File: config.mk
export PLATFORM = sky130hd
export DESIGN_NAME = ace_snoop_responder
export DESIGN_NICKNAME = d
export VERILOG_FILES = /design/src/rtl/ace_snoop_responder_pkg.sv /design/src/rtl/ace_snoop_cd_serializer.sv /design/src/rtl/ace_snoop_responder.sv
export SDC_FILE = /design/constraint.sdc
export NUM_CORES = 1
export LEC_CHECK = 0
export BUFFER_PORTS_ARGS = -buffer_cell sky130_fd_sc_hd__buf_2
export CAP_MARGIN = 15
export CELL_PAD_IN_SITES_DETAIL_PLACEMENT = 0
export CELL_PAD_IN_SITES_GLOBAL_PLACEMENT = 2
export CORE_MARGIN = 5
export CORE_UTILIZATION = 33
export CTS_CLUSTER_SIZE = 25
export DETAILED_ROUTE_END_ITERATION = 12
export GPL_TIMING_DRIVEN = 0
export PLACE_DENSITY_LB_ADDON = 0.05
export SETUP_SLACK_MARGIN = 0.1
export SLEW_MARGIN = 20
export SYNTH_ARGS = -nofsm -noshare
export SYNTH_HDL_FRONTEND = slang
export SYNTH_SLANG_ARGS = --single-unit
File: constraint.sdc
create_clock -name clk_i -period 3.16 [get_ports clk_i]
set_input_delay 0.632 -clock clk_i [delete_from_list [all_inputs] [get_ports clk_i]]
set_output_delay 0.632 -clock clk_i [all_outputs]
set_load 0.1 [all_outputs]
File: src/rtl/ace_snoop_responder_pkg.sv
`default_nettype none
// ============================================================================
// Module      : ace_snoop_responder_pkg
// Description : Shared ACE snoop definitions. Provides the snoop-type
//               encoding, the CRRESP packed structure with its bit indices,
//               and the pure response/state-update decode used by the
//               snoop responder.
// Contents    : ac_snoop_e, crresp_t, CRRESP_*_BIT, snoop_dec_t,
//               snoop_needs_lookup(), snoop_decode()
// Revision    : 1.0 - initial release
// ============================================================================
package ace_snoop_responder_pkg;

  typedef enum logic [3:0] {
    AC_READ_ONCE             = 4'd0,
    AC_READ_SHARED           = 4'd1,
    AC_READ_CLEAN            = 4'd2,
    AC_READ_NOT_SHARED_DIRTY = 4'd3,
    AC_READ_UNIQUE           = 4'd4,
    AC_CLEAN_SHARED          = 4'd5,
    AC_CLEAN_INVALID         = 4'd6,
    AC_MAKE_INVALID          = 4'd7,
    AC_DVM_COMPLETE          = 4'd8,
    AC_DVM_MESSAGE           = 4'd9
  } ac_snoop_e;

  // First member lands in the MSB: {WasUnique,IsShared,PassDirty,Error,DataTransfer}
  typedef struct packed {
    logic was_unique;
    logic is_shared;
    logic pass_dirty;
    logic error;
    logic data_transfer;
  } crresp_t;

  localparam int CRRESP_DATA_TRANSFER_BIT = 0;
  localparam int CRRESP_ERROR_BIT         = 1;
  localparam int CRRESP_PASS_DIRTY_BIT    = 2;
  localparam int CRRESP_IS_SHARED_BIT     = 3;
  localparam int CRRESP_WAS_UNIQUE_BIT    = 4;

  typedef struct packed {
    crresp_t resp;
    logic    upd;    // a state update applies to the local line
    logic    inval;  // update kind: invalidate
    logic    clean;  // update kind: mark SharedClean
  } snoop_dec_t;

  // Types 8 and above (DVM and reserved) never touch the cache tags.
  function automatic logic snoop_needs_lookup(input logic [3:0] snoop);
    return ~snoop[3];
  endfunction

  function automatic snoop_dec_t snoop_decode(input logic [3:0] snoop,
                                              input logic       hit,
                                              input logic       dirty,
                                              input logic       uniq);
    logic [4:0] r;
    snoop_dec_t d;
    r = '0;
    d = '0;
    if (snoop > 4'd9) begin
      r[CRRESP_ERROR_BIT] = 1'b1;
    end else if (snoop_needs_lookup(snoop) && hit) begin
      r[CRRESP_WAS_UNIQUE_BIT] = uniq;
      case (ac_snoop_e'(snoop))
        AC_READ_ONCE: begin
          r[CRRESP_DATA_TRANSFER_BIT] = 1'b1;
          r[CRRESP_IS_SHARED_BIT]     = 1'b1;
        end
        AC_READ_SHARED, AC_READ_CLEAN, AC_READ_NOT_SHARED_DIRTY: begin
          r[CRRESP_DATA_TRANSFER_BIT] = 1'b1;
          r[CRRESP_PASS_DIRTY_BIT]    = dirty;
          r[CRRESP_IS_SHARED_BIT]     = 1'b1;
          d.clean                     = 1'b1;
        end
        AC_READ_UNIQUE: begin
          r[CRRESP_DATA_TRANSFER_BIT] = 1'b1;
          r[CRRESP_PASS_DIRTY_BIT]    = dirty;
          d.inval                     = 1'b1;
        end
        AC_CLEAN_SHARED: begin
          r[CRRESP_DATA_TRANSFER_BIT] = dirty;
          r[CRRESP_PASS_DIRTY_BIT]    = dirty;
          r[CRRESP_IS_SHARED_BIT]     = 1'b1;
          d.clean                     = dirty;
        end
        AC_CLEAN_INVALID: begin
          r[CRRESP_DATA_TRANSFER_BIT] = dirty;
          r[CRRESP_PASS_DIRTY_BIT]    = dirty;
          d.inval                     = 1'b1;
        end
        AC_MAKE_INVALID: begin
          d.inval = 1'b1;
        end
        default: begin
        end
      endcase
    end
    d.resp = crresp_t'(r);
    d.upd  = d.inval | d.clean;
    return d;
  endfunction

endpackage
`default_nettype wire

File: src/rtl/ace_snoop_cd_serializer.sv
`default_nettype none
// ============================================================================
// Module      : ace_snoop_cd_serializer
// Description : Holds one cache line and streams it onto the ACE CD channel,
//               beat 0 first, once started by a one-cycle start pulse.
// Ports       : clk, rst_n (async, active-low)
//               i_load/i_line   - capture the line to be sent
//               i_start         - begin streaming (one-cycle pulse)
//               i_cd_ready      - CD ready from interconnect
//               o_cd_valid/o_cd_data/o_cd_last - CD beat outputs
//               o_done          - last beat accepted this cycle
// Revision    : 1.0 - initial release
// ============================================================================
module ace_snoop_cd_serializer #(
  parameter int DATA_WIDTH = 64,
  parameter int LINE_BEATS = 4
) (
  input  logic                             clk,
  input  logic                             rst_n,
  input  logic                             i_load,
  input  logic [DATA_WIDTH*LINE_BEATS-1:0] i_line,
  input  logic                             i_start,
  input  logic                             i_cd_ready,
  output logic                             o_cd_valid,
  output logic [DATA_WIDTH-1:0]            o_cd_data,
  output logic                             o_cd_last,
  output logic                             o_done
);

  localparam int              BEAT_W      = $clog2(LINE_BEATS);
  localparam logic [BEAT_W-1:0] C_LAST_BEAT = BEAT_W'(LINE_BEATS - 1);

  logic [DATA_WIDTH*LINE_BEATS-1:0] r_line;
  logic [BEAT_W-1:0]                r_beat;
  logic                             r_active;

  logic [DATA_WIDTH-1:0]            w_beats [LINE_BEATS];
  logic                             w_hs;
  logic                             w_last;

  generate
    for (genvar g = 0; g < LINE_BEATS; g++) begin : g_beat_slice
      assign w_beats[g] = r_line[g*DATA_WIDTH +: DATA_WIDTH];
    end
  endgenerate

  assign w_hs   = r_active & i_cd_ready;
  assign w_last = (r_beat == C_LAST_BEAT);

  always_ff @(posedge clk or negedge rst_n) begin
    if (!rst_n) begin
      r_line   <= '0;
      r_beat   <= '0;
      r_active <= 1'b0;
    end else begin
      if (i_load) begin
        r_line <= i_line;
      end
      if (i_start) begin
        r_active <= 1'b1;
        r_beat   <= '0;
      end else if (w_hs) begin
        if (w_last) begin
          r_active <= 1'b0;
          r_beat   <= '0;
        end else begin
          r_beat <= r_beat + 1'b1;
        end
      end
    end
  end

  assign o_cd_valid = r_active;
  assign o_cd_data  = r_active ? w_beats[r_beat] : '0;
  assign o_cd_last  = r_active & w_last;
  assign o_done     = w_hs & w_last;

endmodule
`default_nettype wire

File: src/rtl/ace_snoop_responder.sv
`default_nettype none
// ============================================================================
// Module      : ace_snoop_responder
// Description : Cache-side ACE snoop responder. Accepts one AC snoop at a
//               time, looks the line up in the local cache, returns CRRESP,
//               streams the line on CD when data is transferred and pulses a
//               state-update command back to the cache.
// Ports       : clk_i, rst_ni (async, active-low)
//               ac_*  - snoop request channel (in)
//               cr_*  - snoop response channel (out)
//               cd_*  - snoop data channel (out)
//               lu_*  - cache tag/state lookup port (req/gnt, rvalid result)
//               upd_* - one-cycle cache state-update command
// Revision    : 1.0 - initial release
// ============================================================================
module ace_snoop_responder
  import ace_snoop_responder_pkg::*;
#(
  parameter int ADDR_WIDTH = 64,
  parameter int DATA_WIDTH = 64,
  parameter int LINE_BEATS = 4
) (
  input  logic                             clk_i,
  input  logic                             rst_ni,
  input  logic                             ac_valid_i,
  output logic                             ac_ready_o,
  input  logic [ADDR_WIDTH-1:0]            ac_addr_i,
  input  logic [3:0]                       ac_snoop_i,
  input  logic [2:0]                       ac_prot_i,
  output logic                             cr_valid_o,
  input  logic                             cr_ready_i,
  output logic [4:0]                       cr_resp_o,
  output logic                             cd_valid_o,
  input  logic                             cd_ready_i,
  output logic [DATA_WIDTH-1:0]            cd_data_o,
  output logic                             cd_last_o,
  output logic                             lu_req_o,
  input  logic                             lu_gnt_i,
  output logic [ADDR_WIDTH-1:0]            lu_addr_o,
  input  logic                             lu_rvalid_i,
  input  logic                             lu_hit_i,
  input  logic                             lu_dirty_i,
  input  logic                             lu_unique_i,
  input  logic [DATA_WIDTH*LINE_BEATS-1:0] lu_data_i,
  output logic                             upd_valid_o,
  output logic                             upd_inval_o,
  output logic                             upd_clean_o
);

  localparam int OFFSET_W = $clog2(DATA_WIDTH / 8 * LINE_BEATS);

  localparam logic [2:0] S_IDLE  = 3'd0;
  localparam logic [2:0] S_LREQ  = 3'd1;
  localparam logic [2:0] S_LWAIT = 3'd2;
  localparam logic [2:0] S_RESP  = 3'd3;
  localparam logic [2:0] S_DATA  = 3'd4;

  logic [2:0]            r_state;
  logic [2:0]            w_next;
  logic                  r_ac_ready;
  logic [ADDR_WIDTH-1:0] r_addr;
  logic [3:0]            r_snoop;
  logic [2:0]            r_prot;
  crresp_t               r_resp;
  logic                  r_upd_valid;
  logic                  r_upd_inval;
  logic                  r_upd_clean;

  snoop_dec_t            w_dec_ac;
  snoop_dec_t            w_dec_lu;
  logic                  w_ac_hs;
  logic                  w_ac_direct;
  logic                  w_lu_done;
  logic                  w_cr_hs;
  logic                  w_cd_start;
  logic                  w_cd_done;
  logic                  w_unused_misc;

  // Lookup-free snoops decode straight from the AC inputs; the hit inputs
  // are irrelevant for them.
  assign w_dec_ac    = snoop_decode(ac_snoop_i, 1'b0, 1'b0, 1'b0);
  assign w_dec_lu    = snoop_decode(r_snoop, lu_hit_i, lu_dirty_i, lu_unique_i);

  assign w_ac_hs     = ac_valid_i & r_ac_ready;
  assign w_ac_direct = ~snoop_needs_lookup(ac_snoop_i);
  assign w_lu_done   = (r_state == S_LWAIT) & lu_rvalid_i;
  assign w_cr_hs     = cr_valid_o & cr_ready_i;
  assign w_cd_start  = w_cr_hs & r_resp.data_transfer;

  // Offset bits and the stored protection are intentionally not consumed.
  assign w_unused_misc = ^{r_addr[OFFSET_W-1:0], r_prot,
                           w_dec_ac.upd, w_dec_ac.inval, w_dec_ac.clean};

  always_comb begin
    w_next = r_state;
    case (r_state)
      S_IDLE:  if (w_ac_hs)     w_next = w_ac_direct ? S_RESP : S_LREQ;
      S_LREQ:  if (lu_gnt_i)    w_next = S_LWAIT;
      S_LWAIT: if (lu_rvalid_i) w_next = S_RESP;
      S_RESP:  if (cr_ready_i)  w_next = r_resp.data_transfer ? S_DATA : S_IDLE;
      S_DATA:  if (w_cd_done)   w_next = S_IDLE;
      default:                  w_next = S_IDLE;
    endcase
  end

  always_ff @(posedge clk_i or negedge rst_ni) begin
    if (!rst_ni) begin
      r_state     <= S_IDLE;
      r_ac_ready  <= 1'b0;
      r_addr      <= '0;
      r_snoop     <= '0;
      r_prot      <= '0;
      r_resp      <= '0;
      r_upd_valid <= 1'b0;
      r_upd_inval <= 1'b0;
      r_upd_clean <= 1'b0;
    end else begin
      r_state <= w_next;
      // Registered ready keeps ac_ready_o low during reset and rises one
      // cycle after release; otherwise it tracks "state is IDLE".
      r_ac_ready <= (w_next == S_IDLE);
      if (w_ac_hs) begin
        r_addr  <= ac_addr_i;
        r_snoop <= ac_snoop_i;
        r_prot  <= ac_prot_i;
      end
      if (w_ac_hs && w_ac_direct) begin
        r_resp <= w_dec_ac.resp;
      end else if (w_lu_done) begin
        r_resp <= w_dec_lu.resp;
      end
      // Lands exactly in the first RESP cycle, one cycle wide.
      r_upd_valid <= w_lu_done & w_dec_lu.upd;
      r_upd_inval <= w_lu_done & w_dec_lu.inval;
      r_upd_clean <= w_lu_done & w_dec_lu.clean;
    end
  end

  ace_snoop_cd_serializer #(
    .DATA_WIDTH (DATA_WIDTH),
    .LINE_BEATS (LINE_BEATS)
  ) u_cd_serializer (
    .clk        (clk_i),
    .rst_n      (rst_ni),
    .i_load     (w_lu_done),
    .i_line     (lu_data_i),
    .i_start    (w_cd_start),
    .i_cd_ready (cd_ready_i),
    .o_cd_valid (cd_valid_o),
    .o_cd_data  (cd_data_o),
    .o_cd_last  (cd_last_o),
    .o_done     (w_cd_done)
  );

  assign ac_ready_o  = r_ac_ready;
  assign lu_req_o    = (r_state == S_LREQ);
  assign lu_addr_o   = {r_addr[ADDR_WIDTH-1:OFFSET_W], {OFFSET_W{1'b0}}};
  assign cr_valid_o  = (r_state == S_RESP);
  assign cr_resp_o   = cr_valid_o ? r_resp : 5'd0;
  assign upd_valid_o = r_upd_valid;
  assign upd_inval_o = r_upd_inval;
  assign upd_clean_o = r_upd_clean;

endmodule
`default_nettype wire

# Word level (Yosys, flattened, before mapping)
# Cells that the tools add are included.
# word_totals
regBits,339
latchBits,0
mem_bits_rw,0
mem_bits_ro,0
inputBits,337
output_inout_bits,141
elab_cells,93
memories,0
# op_classes
add_sub_neg,1
multipliers,0
div_mod_pow,0
n_lt_le_gt_ge,3
n_eq_ne,12
shift,0
n_mux,34
bitwise_logic,13
reduce_logical,15
# op_table
op,n
64-bit 2-to-1 mux,3
64-bit binary-select mux with 2-bit select,1
3-bit 2-to-1 mux,8
4-bit by 3-bit == test with 1-bit output (second input constant),4
5-bit 2-to-1 mux,3
3-bit case mux with 5 select lines,1
2-bit 2-to-1 mux,6
1-bit bitwise AND,10
1-bit 2-to-1 mux,10
5-bit OR reduction,2
4-bit by 2-bit == test with 1-bit output (second input constant),2
4-bit greater-than comparator (second input constant),2
3-bit by 2-bit == test with 1-bit output (second input constant),2
3-bit zero test,2
2-bit nonzero test,3
3-bit OR reduction,2
6-bit OR reduction,1
4-bit by 1-bit == test with 1-bit output (second input constant),1
4-bit zero test,1
1-bit case mux with 2 select lines,2
3-bit by 1-bit == test with 1-bit output (second input constant),1
3-bit == test (second input constant),1
3-bit greater-or-equal comparator (second input constant),1
2-bit inverter with 3-bit output,1
other kinds (7),8

# Logic depth before layout (Yosys ltp)
# Gate-level depths: netlist of run 1.
# logic_depth
word_depth,7
ltp_mapped,7
depth_no_buf,4

# Cells and area by module
# A second synthesis of run 1 with hierarchy kept.
# hier_totals
cells_unflattened,983
area_unflattened_um2,14757.9
# by_module_without_submodules
mod,n_inst,cells_each,area_per_inst_um2,seq_area_each_um2
ace_snoop_cd_serializer,1,777,11736.3,6481.2
ace_snoop_responder,1,206,3021.6,1876.8

# Worst setup path after synthesis of run 1
# OpenSTA, ideal clock, no wires.
# synth_path
path_kind,reg-to-output
from,register r_state[2]
to,output port lu_req_o
t_arrival_ps,2682
required_ps,2528
slack_ps,-154
stages_incl_launch_ff,2
path_cell_list,dfrtp_1 > nor3b_1
# synth_between
elab_chain_len,1
# synth_lines
item,line,rtl
start: declaration,ace_snoop_responder.sv:58,logic [2:0] r_state;
start signal: assignment,ace_snoop_responder.sv:118,r_state <= w_next;
3-bit by 1-bit == test with 1-bit output,ace_snoop_responder.sv:156,assign lu_req_o = (r_state == S_LREQ);
end: declaration,ace_snoop_responder.sv:37,"output logic lu_req_o,"
# No other way between the ends.

# Final worst setup path of run 1
# layout_path
from,register u_cd_serializer.r_beat[0]
to,output port cd_data_o[49]
# layout_between
elab_chain_len,5
# layout_lines
item,line,rtl
start: declaration,ace_snoop_cd_serializer.sv:34,logic [BEAT_W-1:0] r_beat;
start signal: assignment,ace_snoop_cd_serializer.sv:67,r_beat <= r_beat + 1'b1;
2-bit inverter with 3-bit output (not written as such),ace_snoop_cd_serializer.sv:74,assign o_cd_data = r_active ? w_beats[r_beat] : '0;
64-bit binary-select mux with 2-bit select,ace_snoop_cd_serializer.sv:74,
64-bit 2-to-1 mux (not written as such) (2 in series),ace_snoop_cd_serializer.sv:74,
64-bit 2-to-1 mux,ace_snoop_cd_serializer.sv:74,
end: declaration,ace_snoop_responder.sv:35,"output logic [DATA_WIDTH-1:0] cd_data_o,"
# No other way between the ends. The select of a mux whose other input is x is not followed.

==> results of run 1 <==
report_power, final:
group          internal [mW]  total, mW  switching, mW
Clock                   2.65       4.50           1.85
Combinational           3.55       12.8           9.28
Sequential              6.31       7.39           1.09
Total                   12.5       24.7           12.2
through the flow:
stage	util (%)	setup slack, ps	hold slack [ps]	setup TNS (ps)
after floorplan	-	284.4	336.4	0
after global placement	40.30	-5536	452.7	-1832530
after detailed placement	40.51	180.6	457.9	0
after CTS	43.67	42.31	90.20	0
after global routing	43.74	71.46	131.6	0
final	43.76	168.4	89.53	0
routing by layer:
metal  vias to the layer above  track usage [%]  part of all wire (%)
met5                         -                0                  0.18
met3                        71            5.327                   5.7
met2                       311            34.09                    48
met1                      5755            28.53                    44
li1                       5681                -                     -
met4                        12            6.002                   2.2
worst max-delay path, cell delays in order, from the launching register on:
cell and delay [ps]:
sky130_fd_sc_hd__dfrtp_2 410, sky130_fd_sc_hd__buf_8 200, sky130_fd_sc_hd__buf_6 230, sky130_fd_sc_hd__mux4_2 520, sky130_fd_sc_hd__and2_1 210, sky130_fd_sc_hd__buf_4 240
cell families after synthesis:
logic type / share of synthesized area, %
simple gates: 24.19
flops: 56.86
mux: 14.71
buf+inv: 3.337
compound gates: 0.7917
fa+ha+maj: 0.08511
other cells: 0.02551
synth_stat cells, types with 3 or more instances:
cell type	count	area share, %
sky130_fd_sc_hd__buf_1	4	0.10
sky130_fd_sc_hd__a21oi_1	8	0.27
sky130_fd_sc_hd__and2_1	65	2.8
sky130_fd_sc_hd__and2_2	5	0.26
sky130_fd_sc_hd__nand2_1	778	20
sky130_fd_sc_hd__mux4_2	65	10
sky130_fd_sc_hd__clkbuf_1	17	0.43
sky130_fd_sc_hd__buf_2	60	2.0
sky130_fd_sc_hd__nor2_1	7	0.18
sky130_fd_sc_hd__inv_1	3	0.077
sky130_fd_sc_hd__mux2_2	62	4.7
sky130_fd_sc_hd__nand3_1	6	0.20
sky130_fd_sc_hd__buf_4	10	0.51
sky130_fd_sc_hd__dfrtp_1	334	57
flip-flops by register name, summed over array words and instances, names as in the netlist:
name / cells
ac_ready_o: 1
r_addr: 59
r_resp: 5
r_snoop: 4
r_state: 3
u_cd_serializer.o_cd_valid: 1
u_cd_serializer.r_beat: 2
u_cd_serializer.r_line: 256
upd_clean_o: 1
upd_inval_o: 1
upd_valid_o: 1
path summary, 6_finish.rpt:
check | cells after the start | startpoint | end | slack, ps
setup / recovery | 5 | u_cd_serializer.r_beat[0]$_DFFE_PN0P_ | cd_data_o[49] | 170
hold / removal | 1 | rst_ni | u_cd_serializer.r_line[7]$_DFFE_PN0P_ | 90
setup reg to reg | 5 | r_state[2]$_DFF_PN0_ | u_cd_serializer.r_line[58]$_DFFE_PN0P_ | 1110
hold reg to reg | 2 | u_cd_serializer.r_line[158]$_DFFE_PN0P_ | u_cd_serializer.r_line[158]$_DFFE_PN0P_ | 470
max in group asynchronous | 3 | rst_ni | r_addr[32]$_DFFE_PN0P_ | 1770
min in group clk_i | 3 | lu_data_i[183] | u_cd_serializer.r_line[183]$_DFFE_PN0P_ | 270
layout make-up:
cell class / count / area [µm²] / share of cell area, %
clock inverters: 9 / 77.57 / 0.4017
plain buffers: 93 / 534.3 / 2.767
diodes: 10 / 25.02 / 0.1296
flip-flops and latches: 334 / 8359 / 43.29
clock buffers: 61 / 1181 / 6.117
multi-input cells: 1027 / 5871 / 30.40
repair buffers: 467 / 2510 / 13.00
well taps: 592 / 740.7 / 3.836
inverters: 3 / 11.26 / 0.05832
==> results.md, run 1 <==
* Fmax at 334.3 MHz
* Average footprint of a synthesized cell at 10.12 µm²
* Flops & latches, synth at 334
* Sinks on the clock net at 334
* Global route overflow at 0
* Proportion of synthesized chip area in sequential cells at 56.86%
* Maximum fanout count along the critical path at 10
* Synthesis warning total at 0
* Final estimated routing congestion in global placement at 0.7897
* Top-Level Pins at 478
* Cell at the root of the clock tree: sky130_fd_sc_hd__clkbuf_16
* Max Cap Viol at 0
* Clock-pin slew on the worst setup and hold paths at 60 ps
* Leakage component of the power at 10.31 nW
* Clock Skews at 14.04 ps
* Endpoint type of the worst setup path: primary output
* Number of I/O port buffers at 464
* Worst Path Required at 2530 ps
* Routed vias/inst at 4.557
* Post-layout total power at 24.72 mW
* DRC violations left at 0
* Number of search-and-repair iterations in the first detailed-routing pass at 5
* Worst EP arrival at 2360 ps
* Slew @ Worst Pin at 689.3 ps
* Class of the worst hold path: primary input to asynchronous set/reset pin
* Signed area change from the synthesized netlist to the final layout at 31.37%
* Std-Cell Rows at 77
* Endpoints failing setup at 0
* Status: complete, no violations
* Sum of routed wire length over all layers at 52.38 mm
* Maximum buffer depth of the clock tree at 3
* Count of instances resized after the clock tree is built at 54
* Aggregate global-route resource usage at 21.13%
* Type of element launching the critical path: flip-flop
* # nets final at 2,304
* Core Box Area at 44,120 µm²
* Placed wire-length estimate at 38.98 mm
* Async set-reset flop share out of synthesis at 100.0%
* Antenna violations before repair at 17
* Largest net degree at the start of global routing at 92
* TritonCTS clock tree: done
* Filler Cell Count at 4,532
* Final Slew Violations at 0
* Post-synth EDFFs at 0
* Share of layout cells above drive strength 1 at 37.26%
* Total setup buffers inserted after CTS at 0
* Die extent in y at 221.1 µm
* Slew headroom at 54.05%
* Hold Buf Count CTS at 0
* Vias in the first global route at 12,800
* Number of CTS-inserted buffers at 40
* Die Wd at 221.1 µm
* Most used flip-flop cell after synthesis: sky130_fd_sc_hd__dfrtp_1
* Clk Latency, worst-skew pair at 550 ps
* Final-report hold violation count at 0
* First-pass GRT wire length at 79.68 mm
* Number of non-filler instances in the completed layout at 2,596
* Cell area after synthesis at 14,700 µm²
* Most common library cell in the layout ignoring fill and taps: sky130_fd_sc_hd__nand2_1
* Setup repair after global routing missed its margin: true
* Via count of the routed design at 11,830
* Power per cell area at 1280 nW/µm²
* Inst Count DP at 2,516
* Cell count after synthesis at 1,453
* Number of routed nets with antenna violations at 0
* Peak supply drop at 1081 µV
* Detailed router's first-iteration violation count at 597
* Critical path start-end classification: flip-flop to primary output
* Post-layout minimum cycle time at 2992 ps
* Cell Area, Placed at 17,870 µm²
* Avg WL per Cell at 20.18 µm
* Top library cells by usage in the layout, fill and taps aside: 778 x sky130_fd_sc_hd__nand2_1, 480 x sky130_fd_sc_hd__buf_2, 333 x sky130_fd_sc_hd__dfrtp_1
* Initial Utilization at 33.31%
* Period utilisation layout at 94.67%
* Netlist cell types at 40
* Area of all placed cells without fillers at 19,310 µm²
* # H-tree levels at 2
* Die Area at 48,860 µm²
Power figures use the tool's default switching activity.
==> inputs of run 2 (changes only) <==
--- a/config.mk
+++ b/config.mk
@@ -14,7 +14,7 @@
 export CTS_CLUSTER_SIZE = 25
 export DETAILED_ROUTE_END_ITERATION = 12
 export GPL_TIMING_DRIVEN = 0
-export PLACE_DENSITY_LB_ADDON = 0.05
+export PLACE_DENSITY_LB_ADDON = 0.2
 export SETUP_SLACK_MARGIN = 0.1
 export SLEW_MARGIN = 20
 export SYNTH_ARGS = -nofsm -noshare
==> run 2 against run 1 <==
  * Clock power about the same
  * Combinational power about the same
  * Die area did not move
  * Worst hold slack got worse by 58 ps
  * Non-clock buffer count grew 1
  * Register-to-register slack hardly changed
  * Cell count is 0.19% lower
  * Routed wire length decreased by 1.2%
  * Critical path type unchanged
  * Largest power group unchanged
  * Highest routed layer unchanged
==> results.md, run 2 (synthesis gave the netlist of run 1 again) <==
* Critical path start-end classification: flip-flop to primary output (unchanged)
* Number of CTS-inserted buffers at 40 (unchanged)
* Register with the highest flop count: u_cd_serializer.r_line (unchanged)
* Status: complete, no violations (unchanged)
* Maximum fanout count along the critical path at 10 (unchanged)
* Die extent in y at 221.1 µm (unchanged)
* Endpoint type of the worst setup path: primary output (unchanged)
* Setup repair after global routing missed its margin: true (unchanged)
* Slew @ Worst Pin at 660.5 ps (was 689.3 ps)
* Aggregate global-route resource usage at 20.86% (was 21.13%)
* Sinks on the clock net at 334 (unchanged)
* Antenna violations before repair at 14 (was 17)
* Post-route setup TNS at 0 ps (unchanged)
* Core Box Area at 44,120 µm² (unchanged)
* # H-tree levels at 2 (unchanged)
* Number of search-and-repair iterations in the first detailed-routing pass at 5 (unchanged)
* Depth of the worst register-to-register path at 5 (unchanged)
* Sum of routed wire length over all layers at 51.73 mm (was 52.38 mm)
* Clock-pin slew on the worst setup and hold paths at 50 ps (was 60 ps)
* Largest registers: u_cd_serializer.r_line (256), r_addr (59), r_resp (5) (unchanged)
* Filler Cell Count at 4,493 (was 4,532)
* Slew headroom at 55.97% (was 54.05%)
* Final Slew Violations at 0 (unchanged)
* Via count of the routed design at 11,950 (was 11,830)
* DRC violations left at 0 (unchanged)
* Period utilisation layout at 93.15% (was 94.67%)
* Top library cells by usage in the layout, fill and taps aside: 778 x sky130_fd_sc_hd__nand2_1, 481 x sky130_fd_sc_hd__buf_2, 333 x sky130_fd_sc_hd__dfrtp_1 (was 778 x sky130_fd_sc_hd__nand2_1, 480 x sky130_fd_sc_hd__buf_2, 333 x sky130_fd_sc_hd__dfrtp_1)
* Global route overflow at 0 (unchanged)
* # nets final at 2,305 (was 2,304)
* Footprint of the multi-input gates at 5871 µm² (unchanged)
* Storage element area at 8359 µm² (unchanged)
* Reg-to-Reg Start: r_state[2]$_DFF_PN0_ (unchanged)
* Fmax at 339.7 MHz (was 334.3 MHz)
* Number of flip-flops under the largest register name at 256 (unchanged)
* Type of element launching the critical path: flip-flop (unchanged)
* Post-layout total power at 24.77 mW (was 24.72 mW)
* Maximum buffer depth of the clock tree at 3 (unchanged)
* Vias in the first global route at 12,840 (was 12,800)
* Post-layout minimum cycle time at 2944 ps (was 2992 ps)
* Hold Buf Count CTS at 0 (unchanged)
* Endpoints failing setup at 0 (unchanged)
* TritonCTS clock tree: done (unchanged)
* Final estimated routing congestion in global placement at 0.7841 (was 0.7897)
* Leakage component of the power at 10.32 nW (was 10.31 nW)
* Number of I/O port buffers at 464 (unchanged)
* Critical R2R Capture: u_cd_serializer.r_line[3]$_DFFE_PN0P_ (was u_cd_serializer.r_line[58]$_DFFE_PN0P_)
* Worst EP arrival at 2310 ps (was 2360 ps)
* First-pass GRT wire length at 79.30 mm (was 79.68 mm)
* Detailed router's first-iteration violation count at 724 (was 597)
* Power per cell area at 1281 nW/µm² (was 1280 nW/µm²)
* Inst Count DP at 2,516 (unchanged)
* Cell at the root of the clock tree: sky130_fd_sc_hd__clkbuf_16 (unchanged)
* Signed area change from the synthesized netlist to the final layout at 31.52% (was 31.37%)
* Most common library cell in the layout ignoring fill and taps: sky130_fd_sc_hd__nand2_1 (unchanged)
* Share of layout cells above drive strength 1 at 37.28% (was 37.26%)
* Placed wire-length estimate at 38.37 mm (was 38.98 mm)
* Final cell utilization of the core at 43.81% (was 43.76%)
* Class of the worst hold path: primary input to asynchronous set/reset pin (unchanged)
* Die Wd at 221.1 µm (unchanged)
* Peak supply drop at 1002 µV (was 1081 µV)
* Routed vias/inst at 4.611 (was 4.557)
* Initial Utilization at 33.31% (unchanged)
* Final-report hold violation count at 0 (unchanged)
* Avg WL per Cell at 19.96 µm (was 20.18 µm)
* Clock Skews at 14.14 ps (was 14.04 ps)
* Number of non-filler instances in the completed layout at 2,591 (was 2,596)
* Clk Latency, worst-skew pair at 550 ps (about the same)
* Worst Path Required at 2530 ps (about the same)
* Die Area at 48,860 µm² (unchanged)
* Std-Cell Rows at 77 (unchanged)
* Number of routed nets with antenna violations at 0 (unchanged)
* Top-Level Pins at 478 (unchanged)
* Slack of the worst reg-to-reg path at 1120 ps (was 1110 ps)
* Max Cap Viol at 0 (unchanged)
* Largest net degree at the start of global routing at 94 (was 92)
==> run 2: how the worst max path moves through the flow <==
stage                                                       from                     end  slack (ps)
after floorplan           u_cd_serializer.o_cd_valid$_DFFE_PN0P_           cd_data_o[34]         280
after global placement                                    rst_ni  r_addr[47]$_DFFE_PN0P_       -5410
after detailed placement  u_cd_serializer.o_cd_valid$_DFFE_PN0P_           cd_data_o[52]         210
after CTS                  u_cd_serializer.r_beat[1]$_DFFE_PN0P_           cd_data_o[45]          10
after global routing       u_cd_serializer.r_beat[0]$_DFFE_PN0P_           cd_data_o[61]          90
final                      u_cd_serializer.r_beat[0]$_DFFE_PN0P_           cd_data_o[43]         220
==> run 2: area by class of cell <==
cell class / count / share of cell area [%]
Timing Repair Buffer: 468 / 13.02
Antenna cell: 6 / 0.07766
Clock inverter: 6 / 0.3236
Sequential cell: 334 / 43.24
Inverter: 3 / 0.05825
Buffer: 93 / 2.848
Multi-Input combinational cell: 1027 / 30.37
Tap cell: 592 / 3.831
Clock buffer: 62 / 6.233
==> run 2: stage by stage <==
step / cell area [µm²] / hold slack (ps) / setup WS (ps)
floorplan: 14720 / 336.4 / 284.4
global placement: 17780 / 451.9 / -5409
global route: 19330 / 79.84 / 91.64
finish: 19330 / 31.89 / 216.5
CTS: 19250 / 40.06 / 14.58
detailed placement: 17870 / 457.4 / 212.4
==> run 2: per-layer routing <==
metal / wire (µm) / vias to the layer above / share of wire [%] / track usage [%]
li1: - / 5671 / - / -
met1: 22810 / 5862 / 44 / 27.96
met2: 24850 / 328 / 48 / 34.18
met3: 2783 / 74 / 5.4 / 4.651
met4: 1206 / 12 / 2.3 / 6.263
met5: 78 / - / 0.15 / 0
==> run 2: where the power goes <==
part / switching (mW) / leakage [nW] / internal (mW)
Clock: 1.83 / 0.625 / 2.69
Combinational: 9.29 / 5.56 / 3.57
Sequential: 1.09 / 4.13 / 6.31
Total: 12.2 / 10.3 / 12.6
==> run 2: critical path, cell delays in order, from the launching register on <==
cell and delay (ps):
sky130_fd_sc_hd__dfrtp_2 430, sky130_fd_sc_hd__buf_12 190, sky130_fd_sc_hd__buf_8 180, sky130_fd_sc_hd__mux4_2 510
sky130_fd_sc_hd__and2_1 210, sky130_fd_sc_hd__buf_4 240
==> run 2: timing repair <==
item                                    CTS  global route
endpoints found under the setup margin   60            55
resized for setup                        45            30
cloned                                    0             0
setup buffers                             0             1
==> inputs of run 3 (changes only) <==
==> constraint.sdc (replaced) <==
create_clock -name clk_i -period 3.69 [get_ports clk_i]
set_input_delay 0.738 -clock clk_i [delete_from_list [all_inputs] [get_ports clk_i]]
set_output_delay 0.738 -clock clk_i [all_outputs]
set_load 0.1 [all_outputs]
==> run 3 against run 2 <==
  * Cell count increased by 0.58%
  * Largest cell class unchanged
  * Power decreased by 13%
  * Die area did not move
  * Clock skew is 4.3 ps lower
  * Clock-buffer cell count shrank 3
  * Core utilization is 0.20 points higher
  * Sequential share of layout area down 0.20 points
  * Highest routed layer unchanged
  * First-iteration DRC count grew 3.2%
  * Worst hold slack gained 170 ps
  * Routed wire length is 0.34% higher
  * Sequential power down 14%
==> results.md, run 3 (synthesis gave the netlist of run 1 again) <==
* Global route overflow at 0 (unchanged)
* Maximum buffer depth of the clock tree at 3 (unchanged)
* Number of I/O port buffers at 464 (unchanged)
* Worst EP arrival at 2620 ps (was 2310 ps)
* TritonCTS clock tree: done (unchanged)
* Register with the highest flop count: u_cd_serializer.r_line (unchanged)
* Max Cap Viol at 0 (unchanged)
* Final-report hold violation count at 0 (unchanged)
* Critical Path Slowest Stage Cell: sky130_fd_sc_hd__dfrtp_1 (was sky130_fd_sc_hd__mux4_2)
* Initial Utilization at 33.31% (unchanged)
* DRC violations left at 0 (unchanged)
* Cell Area, Placed at 17,900 µm² (was 17,870 µm²)
* Slew headroom at 50.14% (was 55.97%)
* Fin worst setup slack at 329.2 ps (was 216.5 ps)
* Status: complete, no violations (unchanged)
* Number of search-and-repair iterations in the first detailed-routing pass at 6 (was 5)
* Critical path start-end classification: flip-flop to primary output (unchanged)
* Power per cell area at 1111 nW/µm² (was 1281 nW/µm²)
* Via count of the routed design at 12,070 (was 11,950)
* Family of cells with the greatest summed delay on the critical path: buffers and inverters (unchanged)
* Aggregate global-route resource usage at 20.93% (was 20.86%)
* # nets final at 2,306 (was 2,305)
* Slack of the worst reg-to-reg path at 1650 ps (was 1120 ps)
* Top library cells by usage in the layout, fill and taps aside: 778 x sky130_fd_sc_hd__nand2_1, 526 x sky130_fd_sc_hd__buf_2, 334 x sky130_fd_sc_hd__dfrtp_1 (was 778 x sky130_fd_sc_hd__nand2_1, 481 x sky130_fd_sc_hd__buf_2, 333 x sky130_fd_sc_hd__dfrtp_1)
* Fmax at 297.5 MHz
* Total setup buffers inserted after CTS at 0 (unchanged)
* First-pass GRT wire length at 79.35 mm (was 79.30 mm)
* Leakage component of the power at 10.40 nW (was 10.32 nW)
* Cell at the root of the clock tree: sky130_fd_sc_hd__clkbuf_16 (unchanged)
* Number of flip-flops under the largest register name at 256 (unchanged)
* Worst setup slack after placement at 621.7 ps (was 212.4 ps)
* Largest registers: u_cd_serializer.r_line (256), r_addr (59), r_resp (5) (unchanged)
* Area of all placed cells without fillers at 19,420 µm² (was 19,330 µm²)
* Inst Count DP at 2,517 (was 2,516)
* Die Area at 48,860 µm² (unchanged)
* Core Box Area at 44,120 µm² (unchanged)
* Routed vias/inst at 4.630 (was 4.611)
* Peak supply drop at 694.1 µV (was 1002 µV)
* Buf/Inv on CP at 3 (unchanged)
* Placed wire-length estimate at 38.43 mm (was 38.37 mm)
* Final cell utilization of the core at 44.01% (was 43.81%)
* Endpoints failing setup at 0 (unchanged)
* Setup repair after global routing missed its margin: false (was true)
* Peak per-stage delay on the critical path at 530 ps (was 510 ps)
* Class of the worst hold path: primary input to asynchronous set/reset pin (unchanged)
* Post-layout total power at 21.57 mW (was 24.77 mW)
* Vias in the first global route at 12,780 (was 12,840)
* Post-layout minimum cycle time at 3361 ps
* Number of non-filler instances in the completed layout at 2,606 (was 2,591)
* Slew @ Worst Pin at 747.9 ps (was 660.5 ps)
* Detailed router's first-iteration violation count at 747 (was 724)
* Hold Buf Count CTS at 0 (unchanged)
* Number of routed nets with antenna violations at 0 (unchanged)
* Clock Skews at 9.819 ps (was 14.14 ps)
* Die extent in y at 221.1 µm (unchanged)
* Clock-pin slew on the worst setup and hold paths at 60 ps (was 50 ps)
* Most common library cell in the layout ignoring fill and taps: sky130_fd_sc_hd__nand2_1 (unchanged)
* Std-Cell Rows at 77 (unchanged)
* Maximum fanout count along the critical path at 10 (unchanged)
* Final estimated routing congestion in global placement at 0.7909 (was 0.7841)
* Worst-path cell chain: clkbuf_2 -> clkbuf_1 -> and2_1 -> buf_2 (was buf_12 -> buf_8 -> mux4_2 -> and2_1 -> buf_4)
* Worst Path Required at 2950 ps (was 2530 ps)
* Period utilisation layout at 91.08%
* Number of CTS-inserted buffers at 41 (was 40)
* Largest net degree at the start of global routing at 90 (was 94)
* Endpoint type of the worst setup path: primary output (unchanged)
* Sum of routed wire length over all layers at 51.91 mm (was 51.73 mm)
* Die Wd at 221.1 µm (unchanged)
* Antenna violations before repair at 19 (was 14)
* Share of layout cells above drive strength 1 at 37.53% (was 37.28%)
* # H-tree levels at 2 (unchanged)
* Sinks on the clock net at 334 (unchanged)
* Post-route setup TNS at 0 ps (unchanged)
* Clk Latency, worst-skew pair at 560 ps (was 550 ps)
* Type of element launching the critical path: flip-flop (unchanged)
* Avg WL per Cell at 19.92 µm (was 19.96 µm)
* Hold slack at 199.5 ps (was 31.89 ps)
* Final Slew Violations at 0 (unchanged)
* Top-Level Pins at 478 (unchanged)
* Signed area change from the synthesized netlist to the final layout at 32.11% (was 31.52%)
==> run 3: cell count changes in the layout (fill, tap and decap cells not counted), moves of 4 or more <==
| cell | previous run | this run |
|---|---|---|
| sky130_fd_sc_hd__buf_2 | 481 | 526 |
| sky130_fd_sc_hd__clkinv_2 | 3 | 7 |
| sky130_fd_sc_hd__bufinv_16 | 1 | 6 |
| sky130_fd_sc_hd__clkbuf_4 | 6 | 0 |
| sky130_fd_sc_hd__diode_2 | 6 | 13 |
| sky130_fd_sc_hd__buf_8 | 5 | 1 |
| sky130_fd_sc_hd__buf_4 | 46 | 10 |
==> run 3: repair_timing <==
| action | in CTS | in global routing |
|---|---|---|
| resized for setup | 4 | 0 |
| endpoints found under the hold margin | 0 | 0 |
| setup endpoints to repair | 26 | 0 |
==> run 3: per-layer routing <==
metal / share of wire [%] / wire length [µm] / up-vias / global-route usage, %
li1: - / - / 5677 / -
met1: 44 / 23050 / 5927 / 28.31
met2: 47 / 24430 / 358 / 33.71
met3: 5.8 / 2992 / 88 / 4.877
met4: 2.6 / 1333 / 16 / 6.603
met5: 0.19 / 101 / - / 0
==> run 3: where the power goes <==
group          switching [mW]  internal (mW)
sequential              0.931           5.40
clock                    1.65           2.75
combinational            7.93           2.89
==> run 3: layout make-up <==
cell class / instances / area (µm²)
Sequential cell: 334 / 8358
Buffer: 93 / 484.2
Clock inverter: 17 / 247.7
Antenna cell: 13 / 32.53
Clock buffer: 59 / 1236
Timing Repair Buffer: 468 / 2442
Tap cell: 592 / 740.7
Inverter: 3 / 11.26
Multi-Input combinational cell: 1027 / 5866
Fill cell: 4453 / 24710
==> run 3: worst paths after layout <==
path	from	cells after the start	to
max in group asynchronous	rst_ni	3	r_addr[17]$_DFFE_PN0P_
min	rst_ni	2	u_cd_serializer.r_line[69]$_DFFE_PN0P_
max	u_cd_serializer.o_cd_valid$_DFFE_PN0P_	4	cd_data_o[49]
min reg2reg	u_cd_serializer.r_line[177]$_DFFE_PN0P_	2	u_cd_serializer.r_line[177]$_DFFE_PN0P_
max reg2reg	r_state[2]$_DFF_PN0_	5	u_cd_serializer.r_line[67]$_DFFE_PN0P_
min in group clk_i	lu_data_i[102]	3	u_cd_serializer.r_line[102]$_DFFE_PN0P_
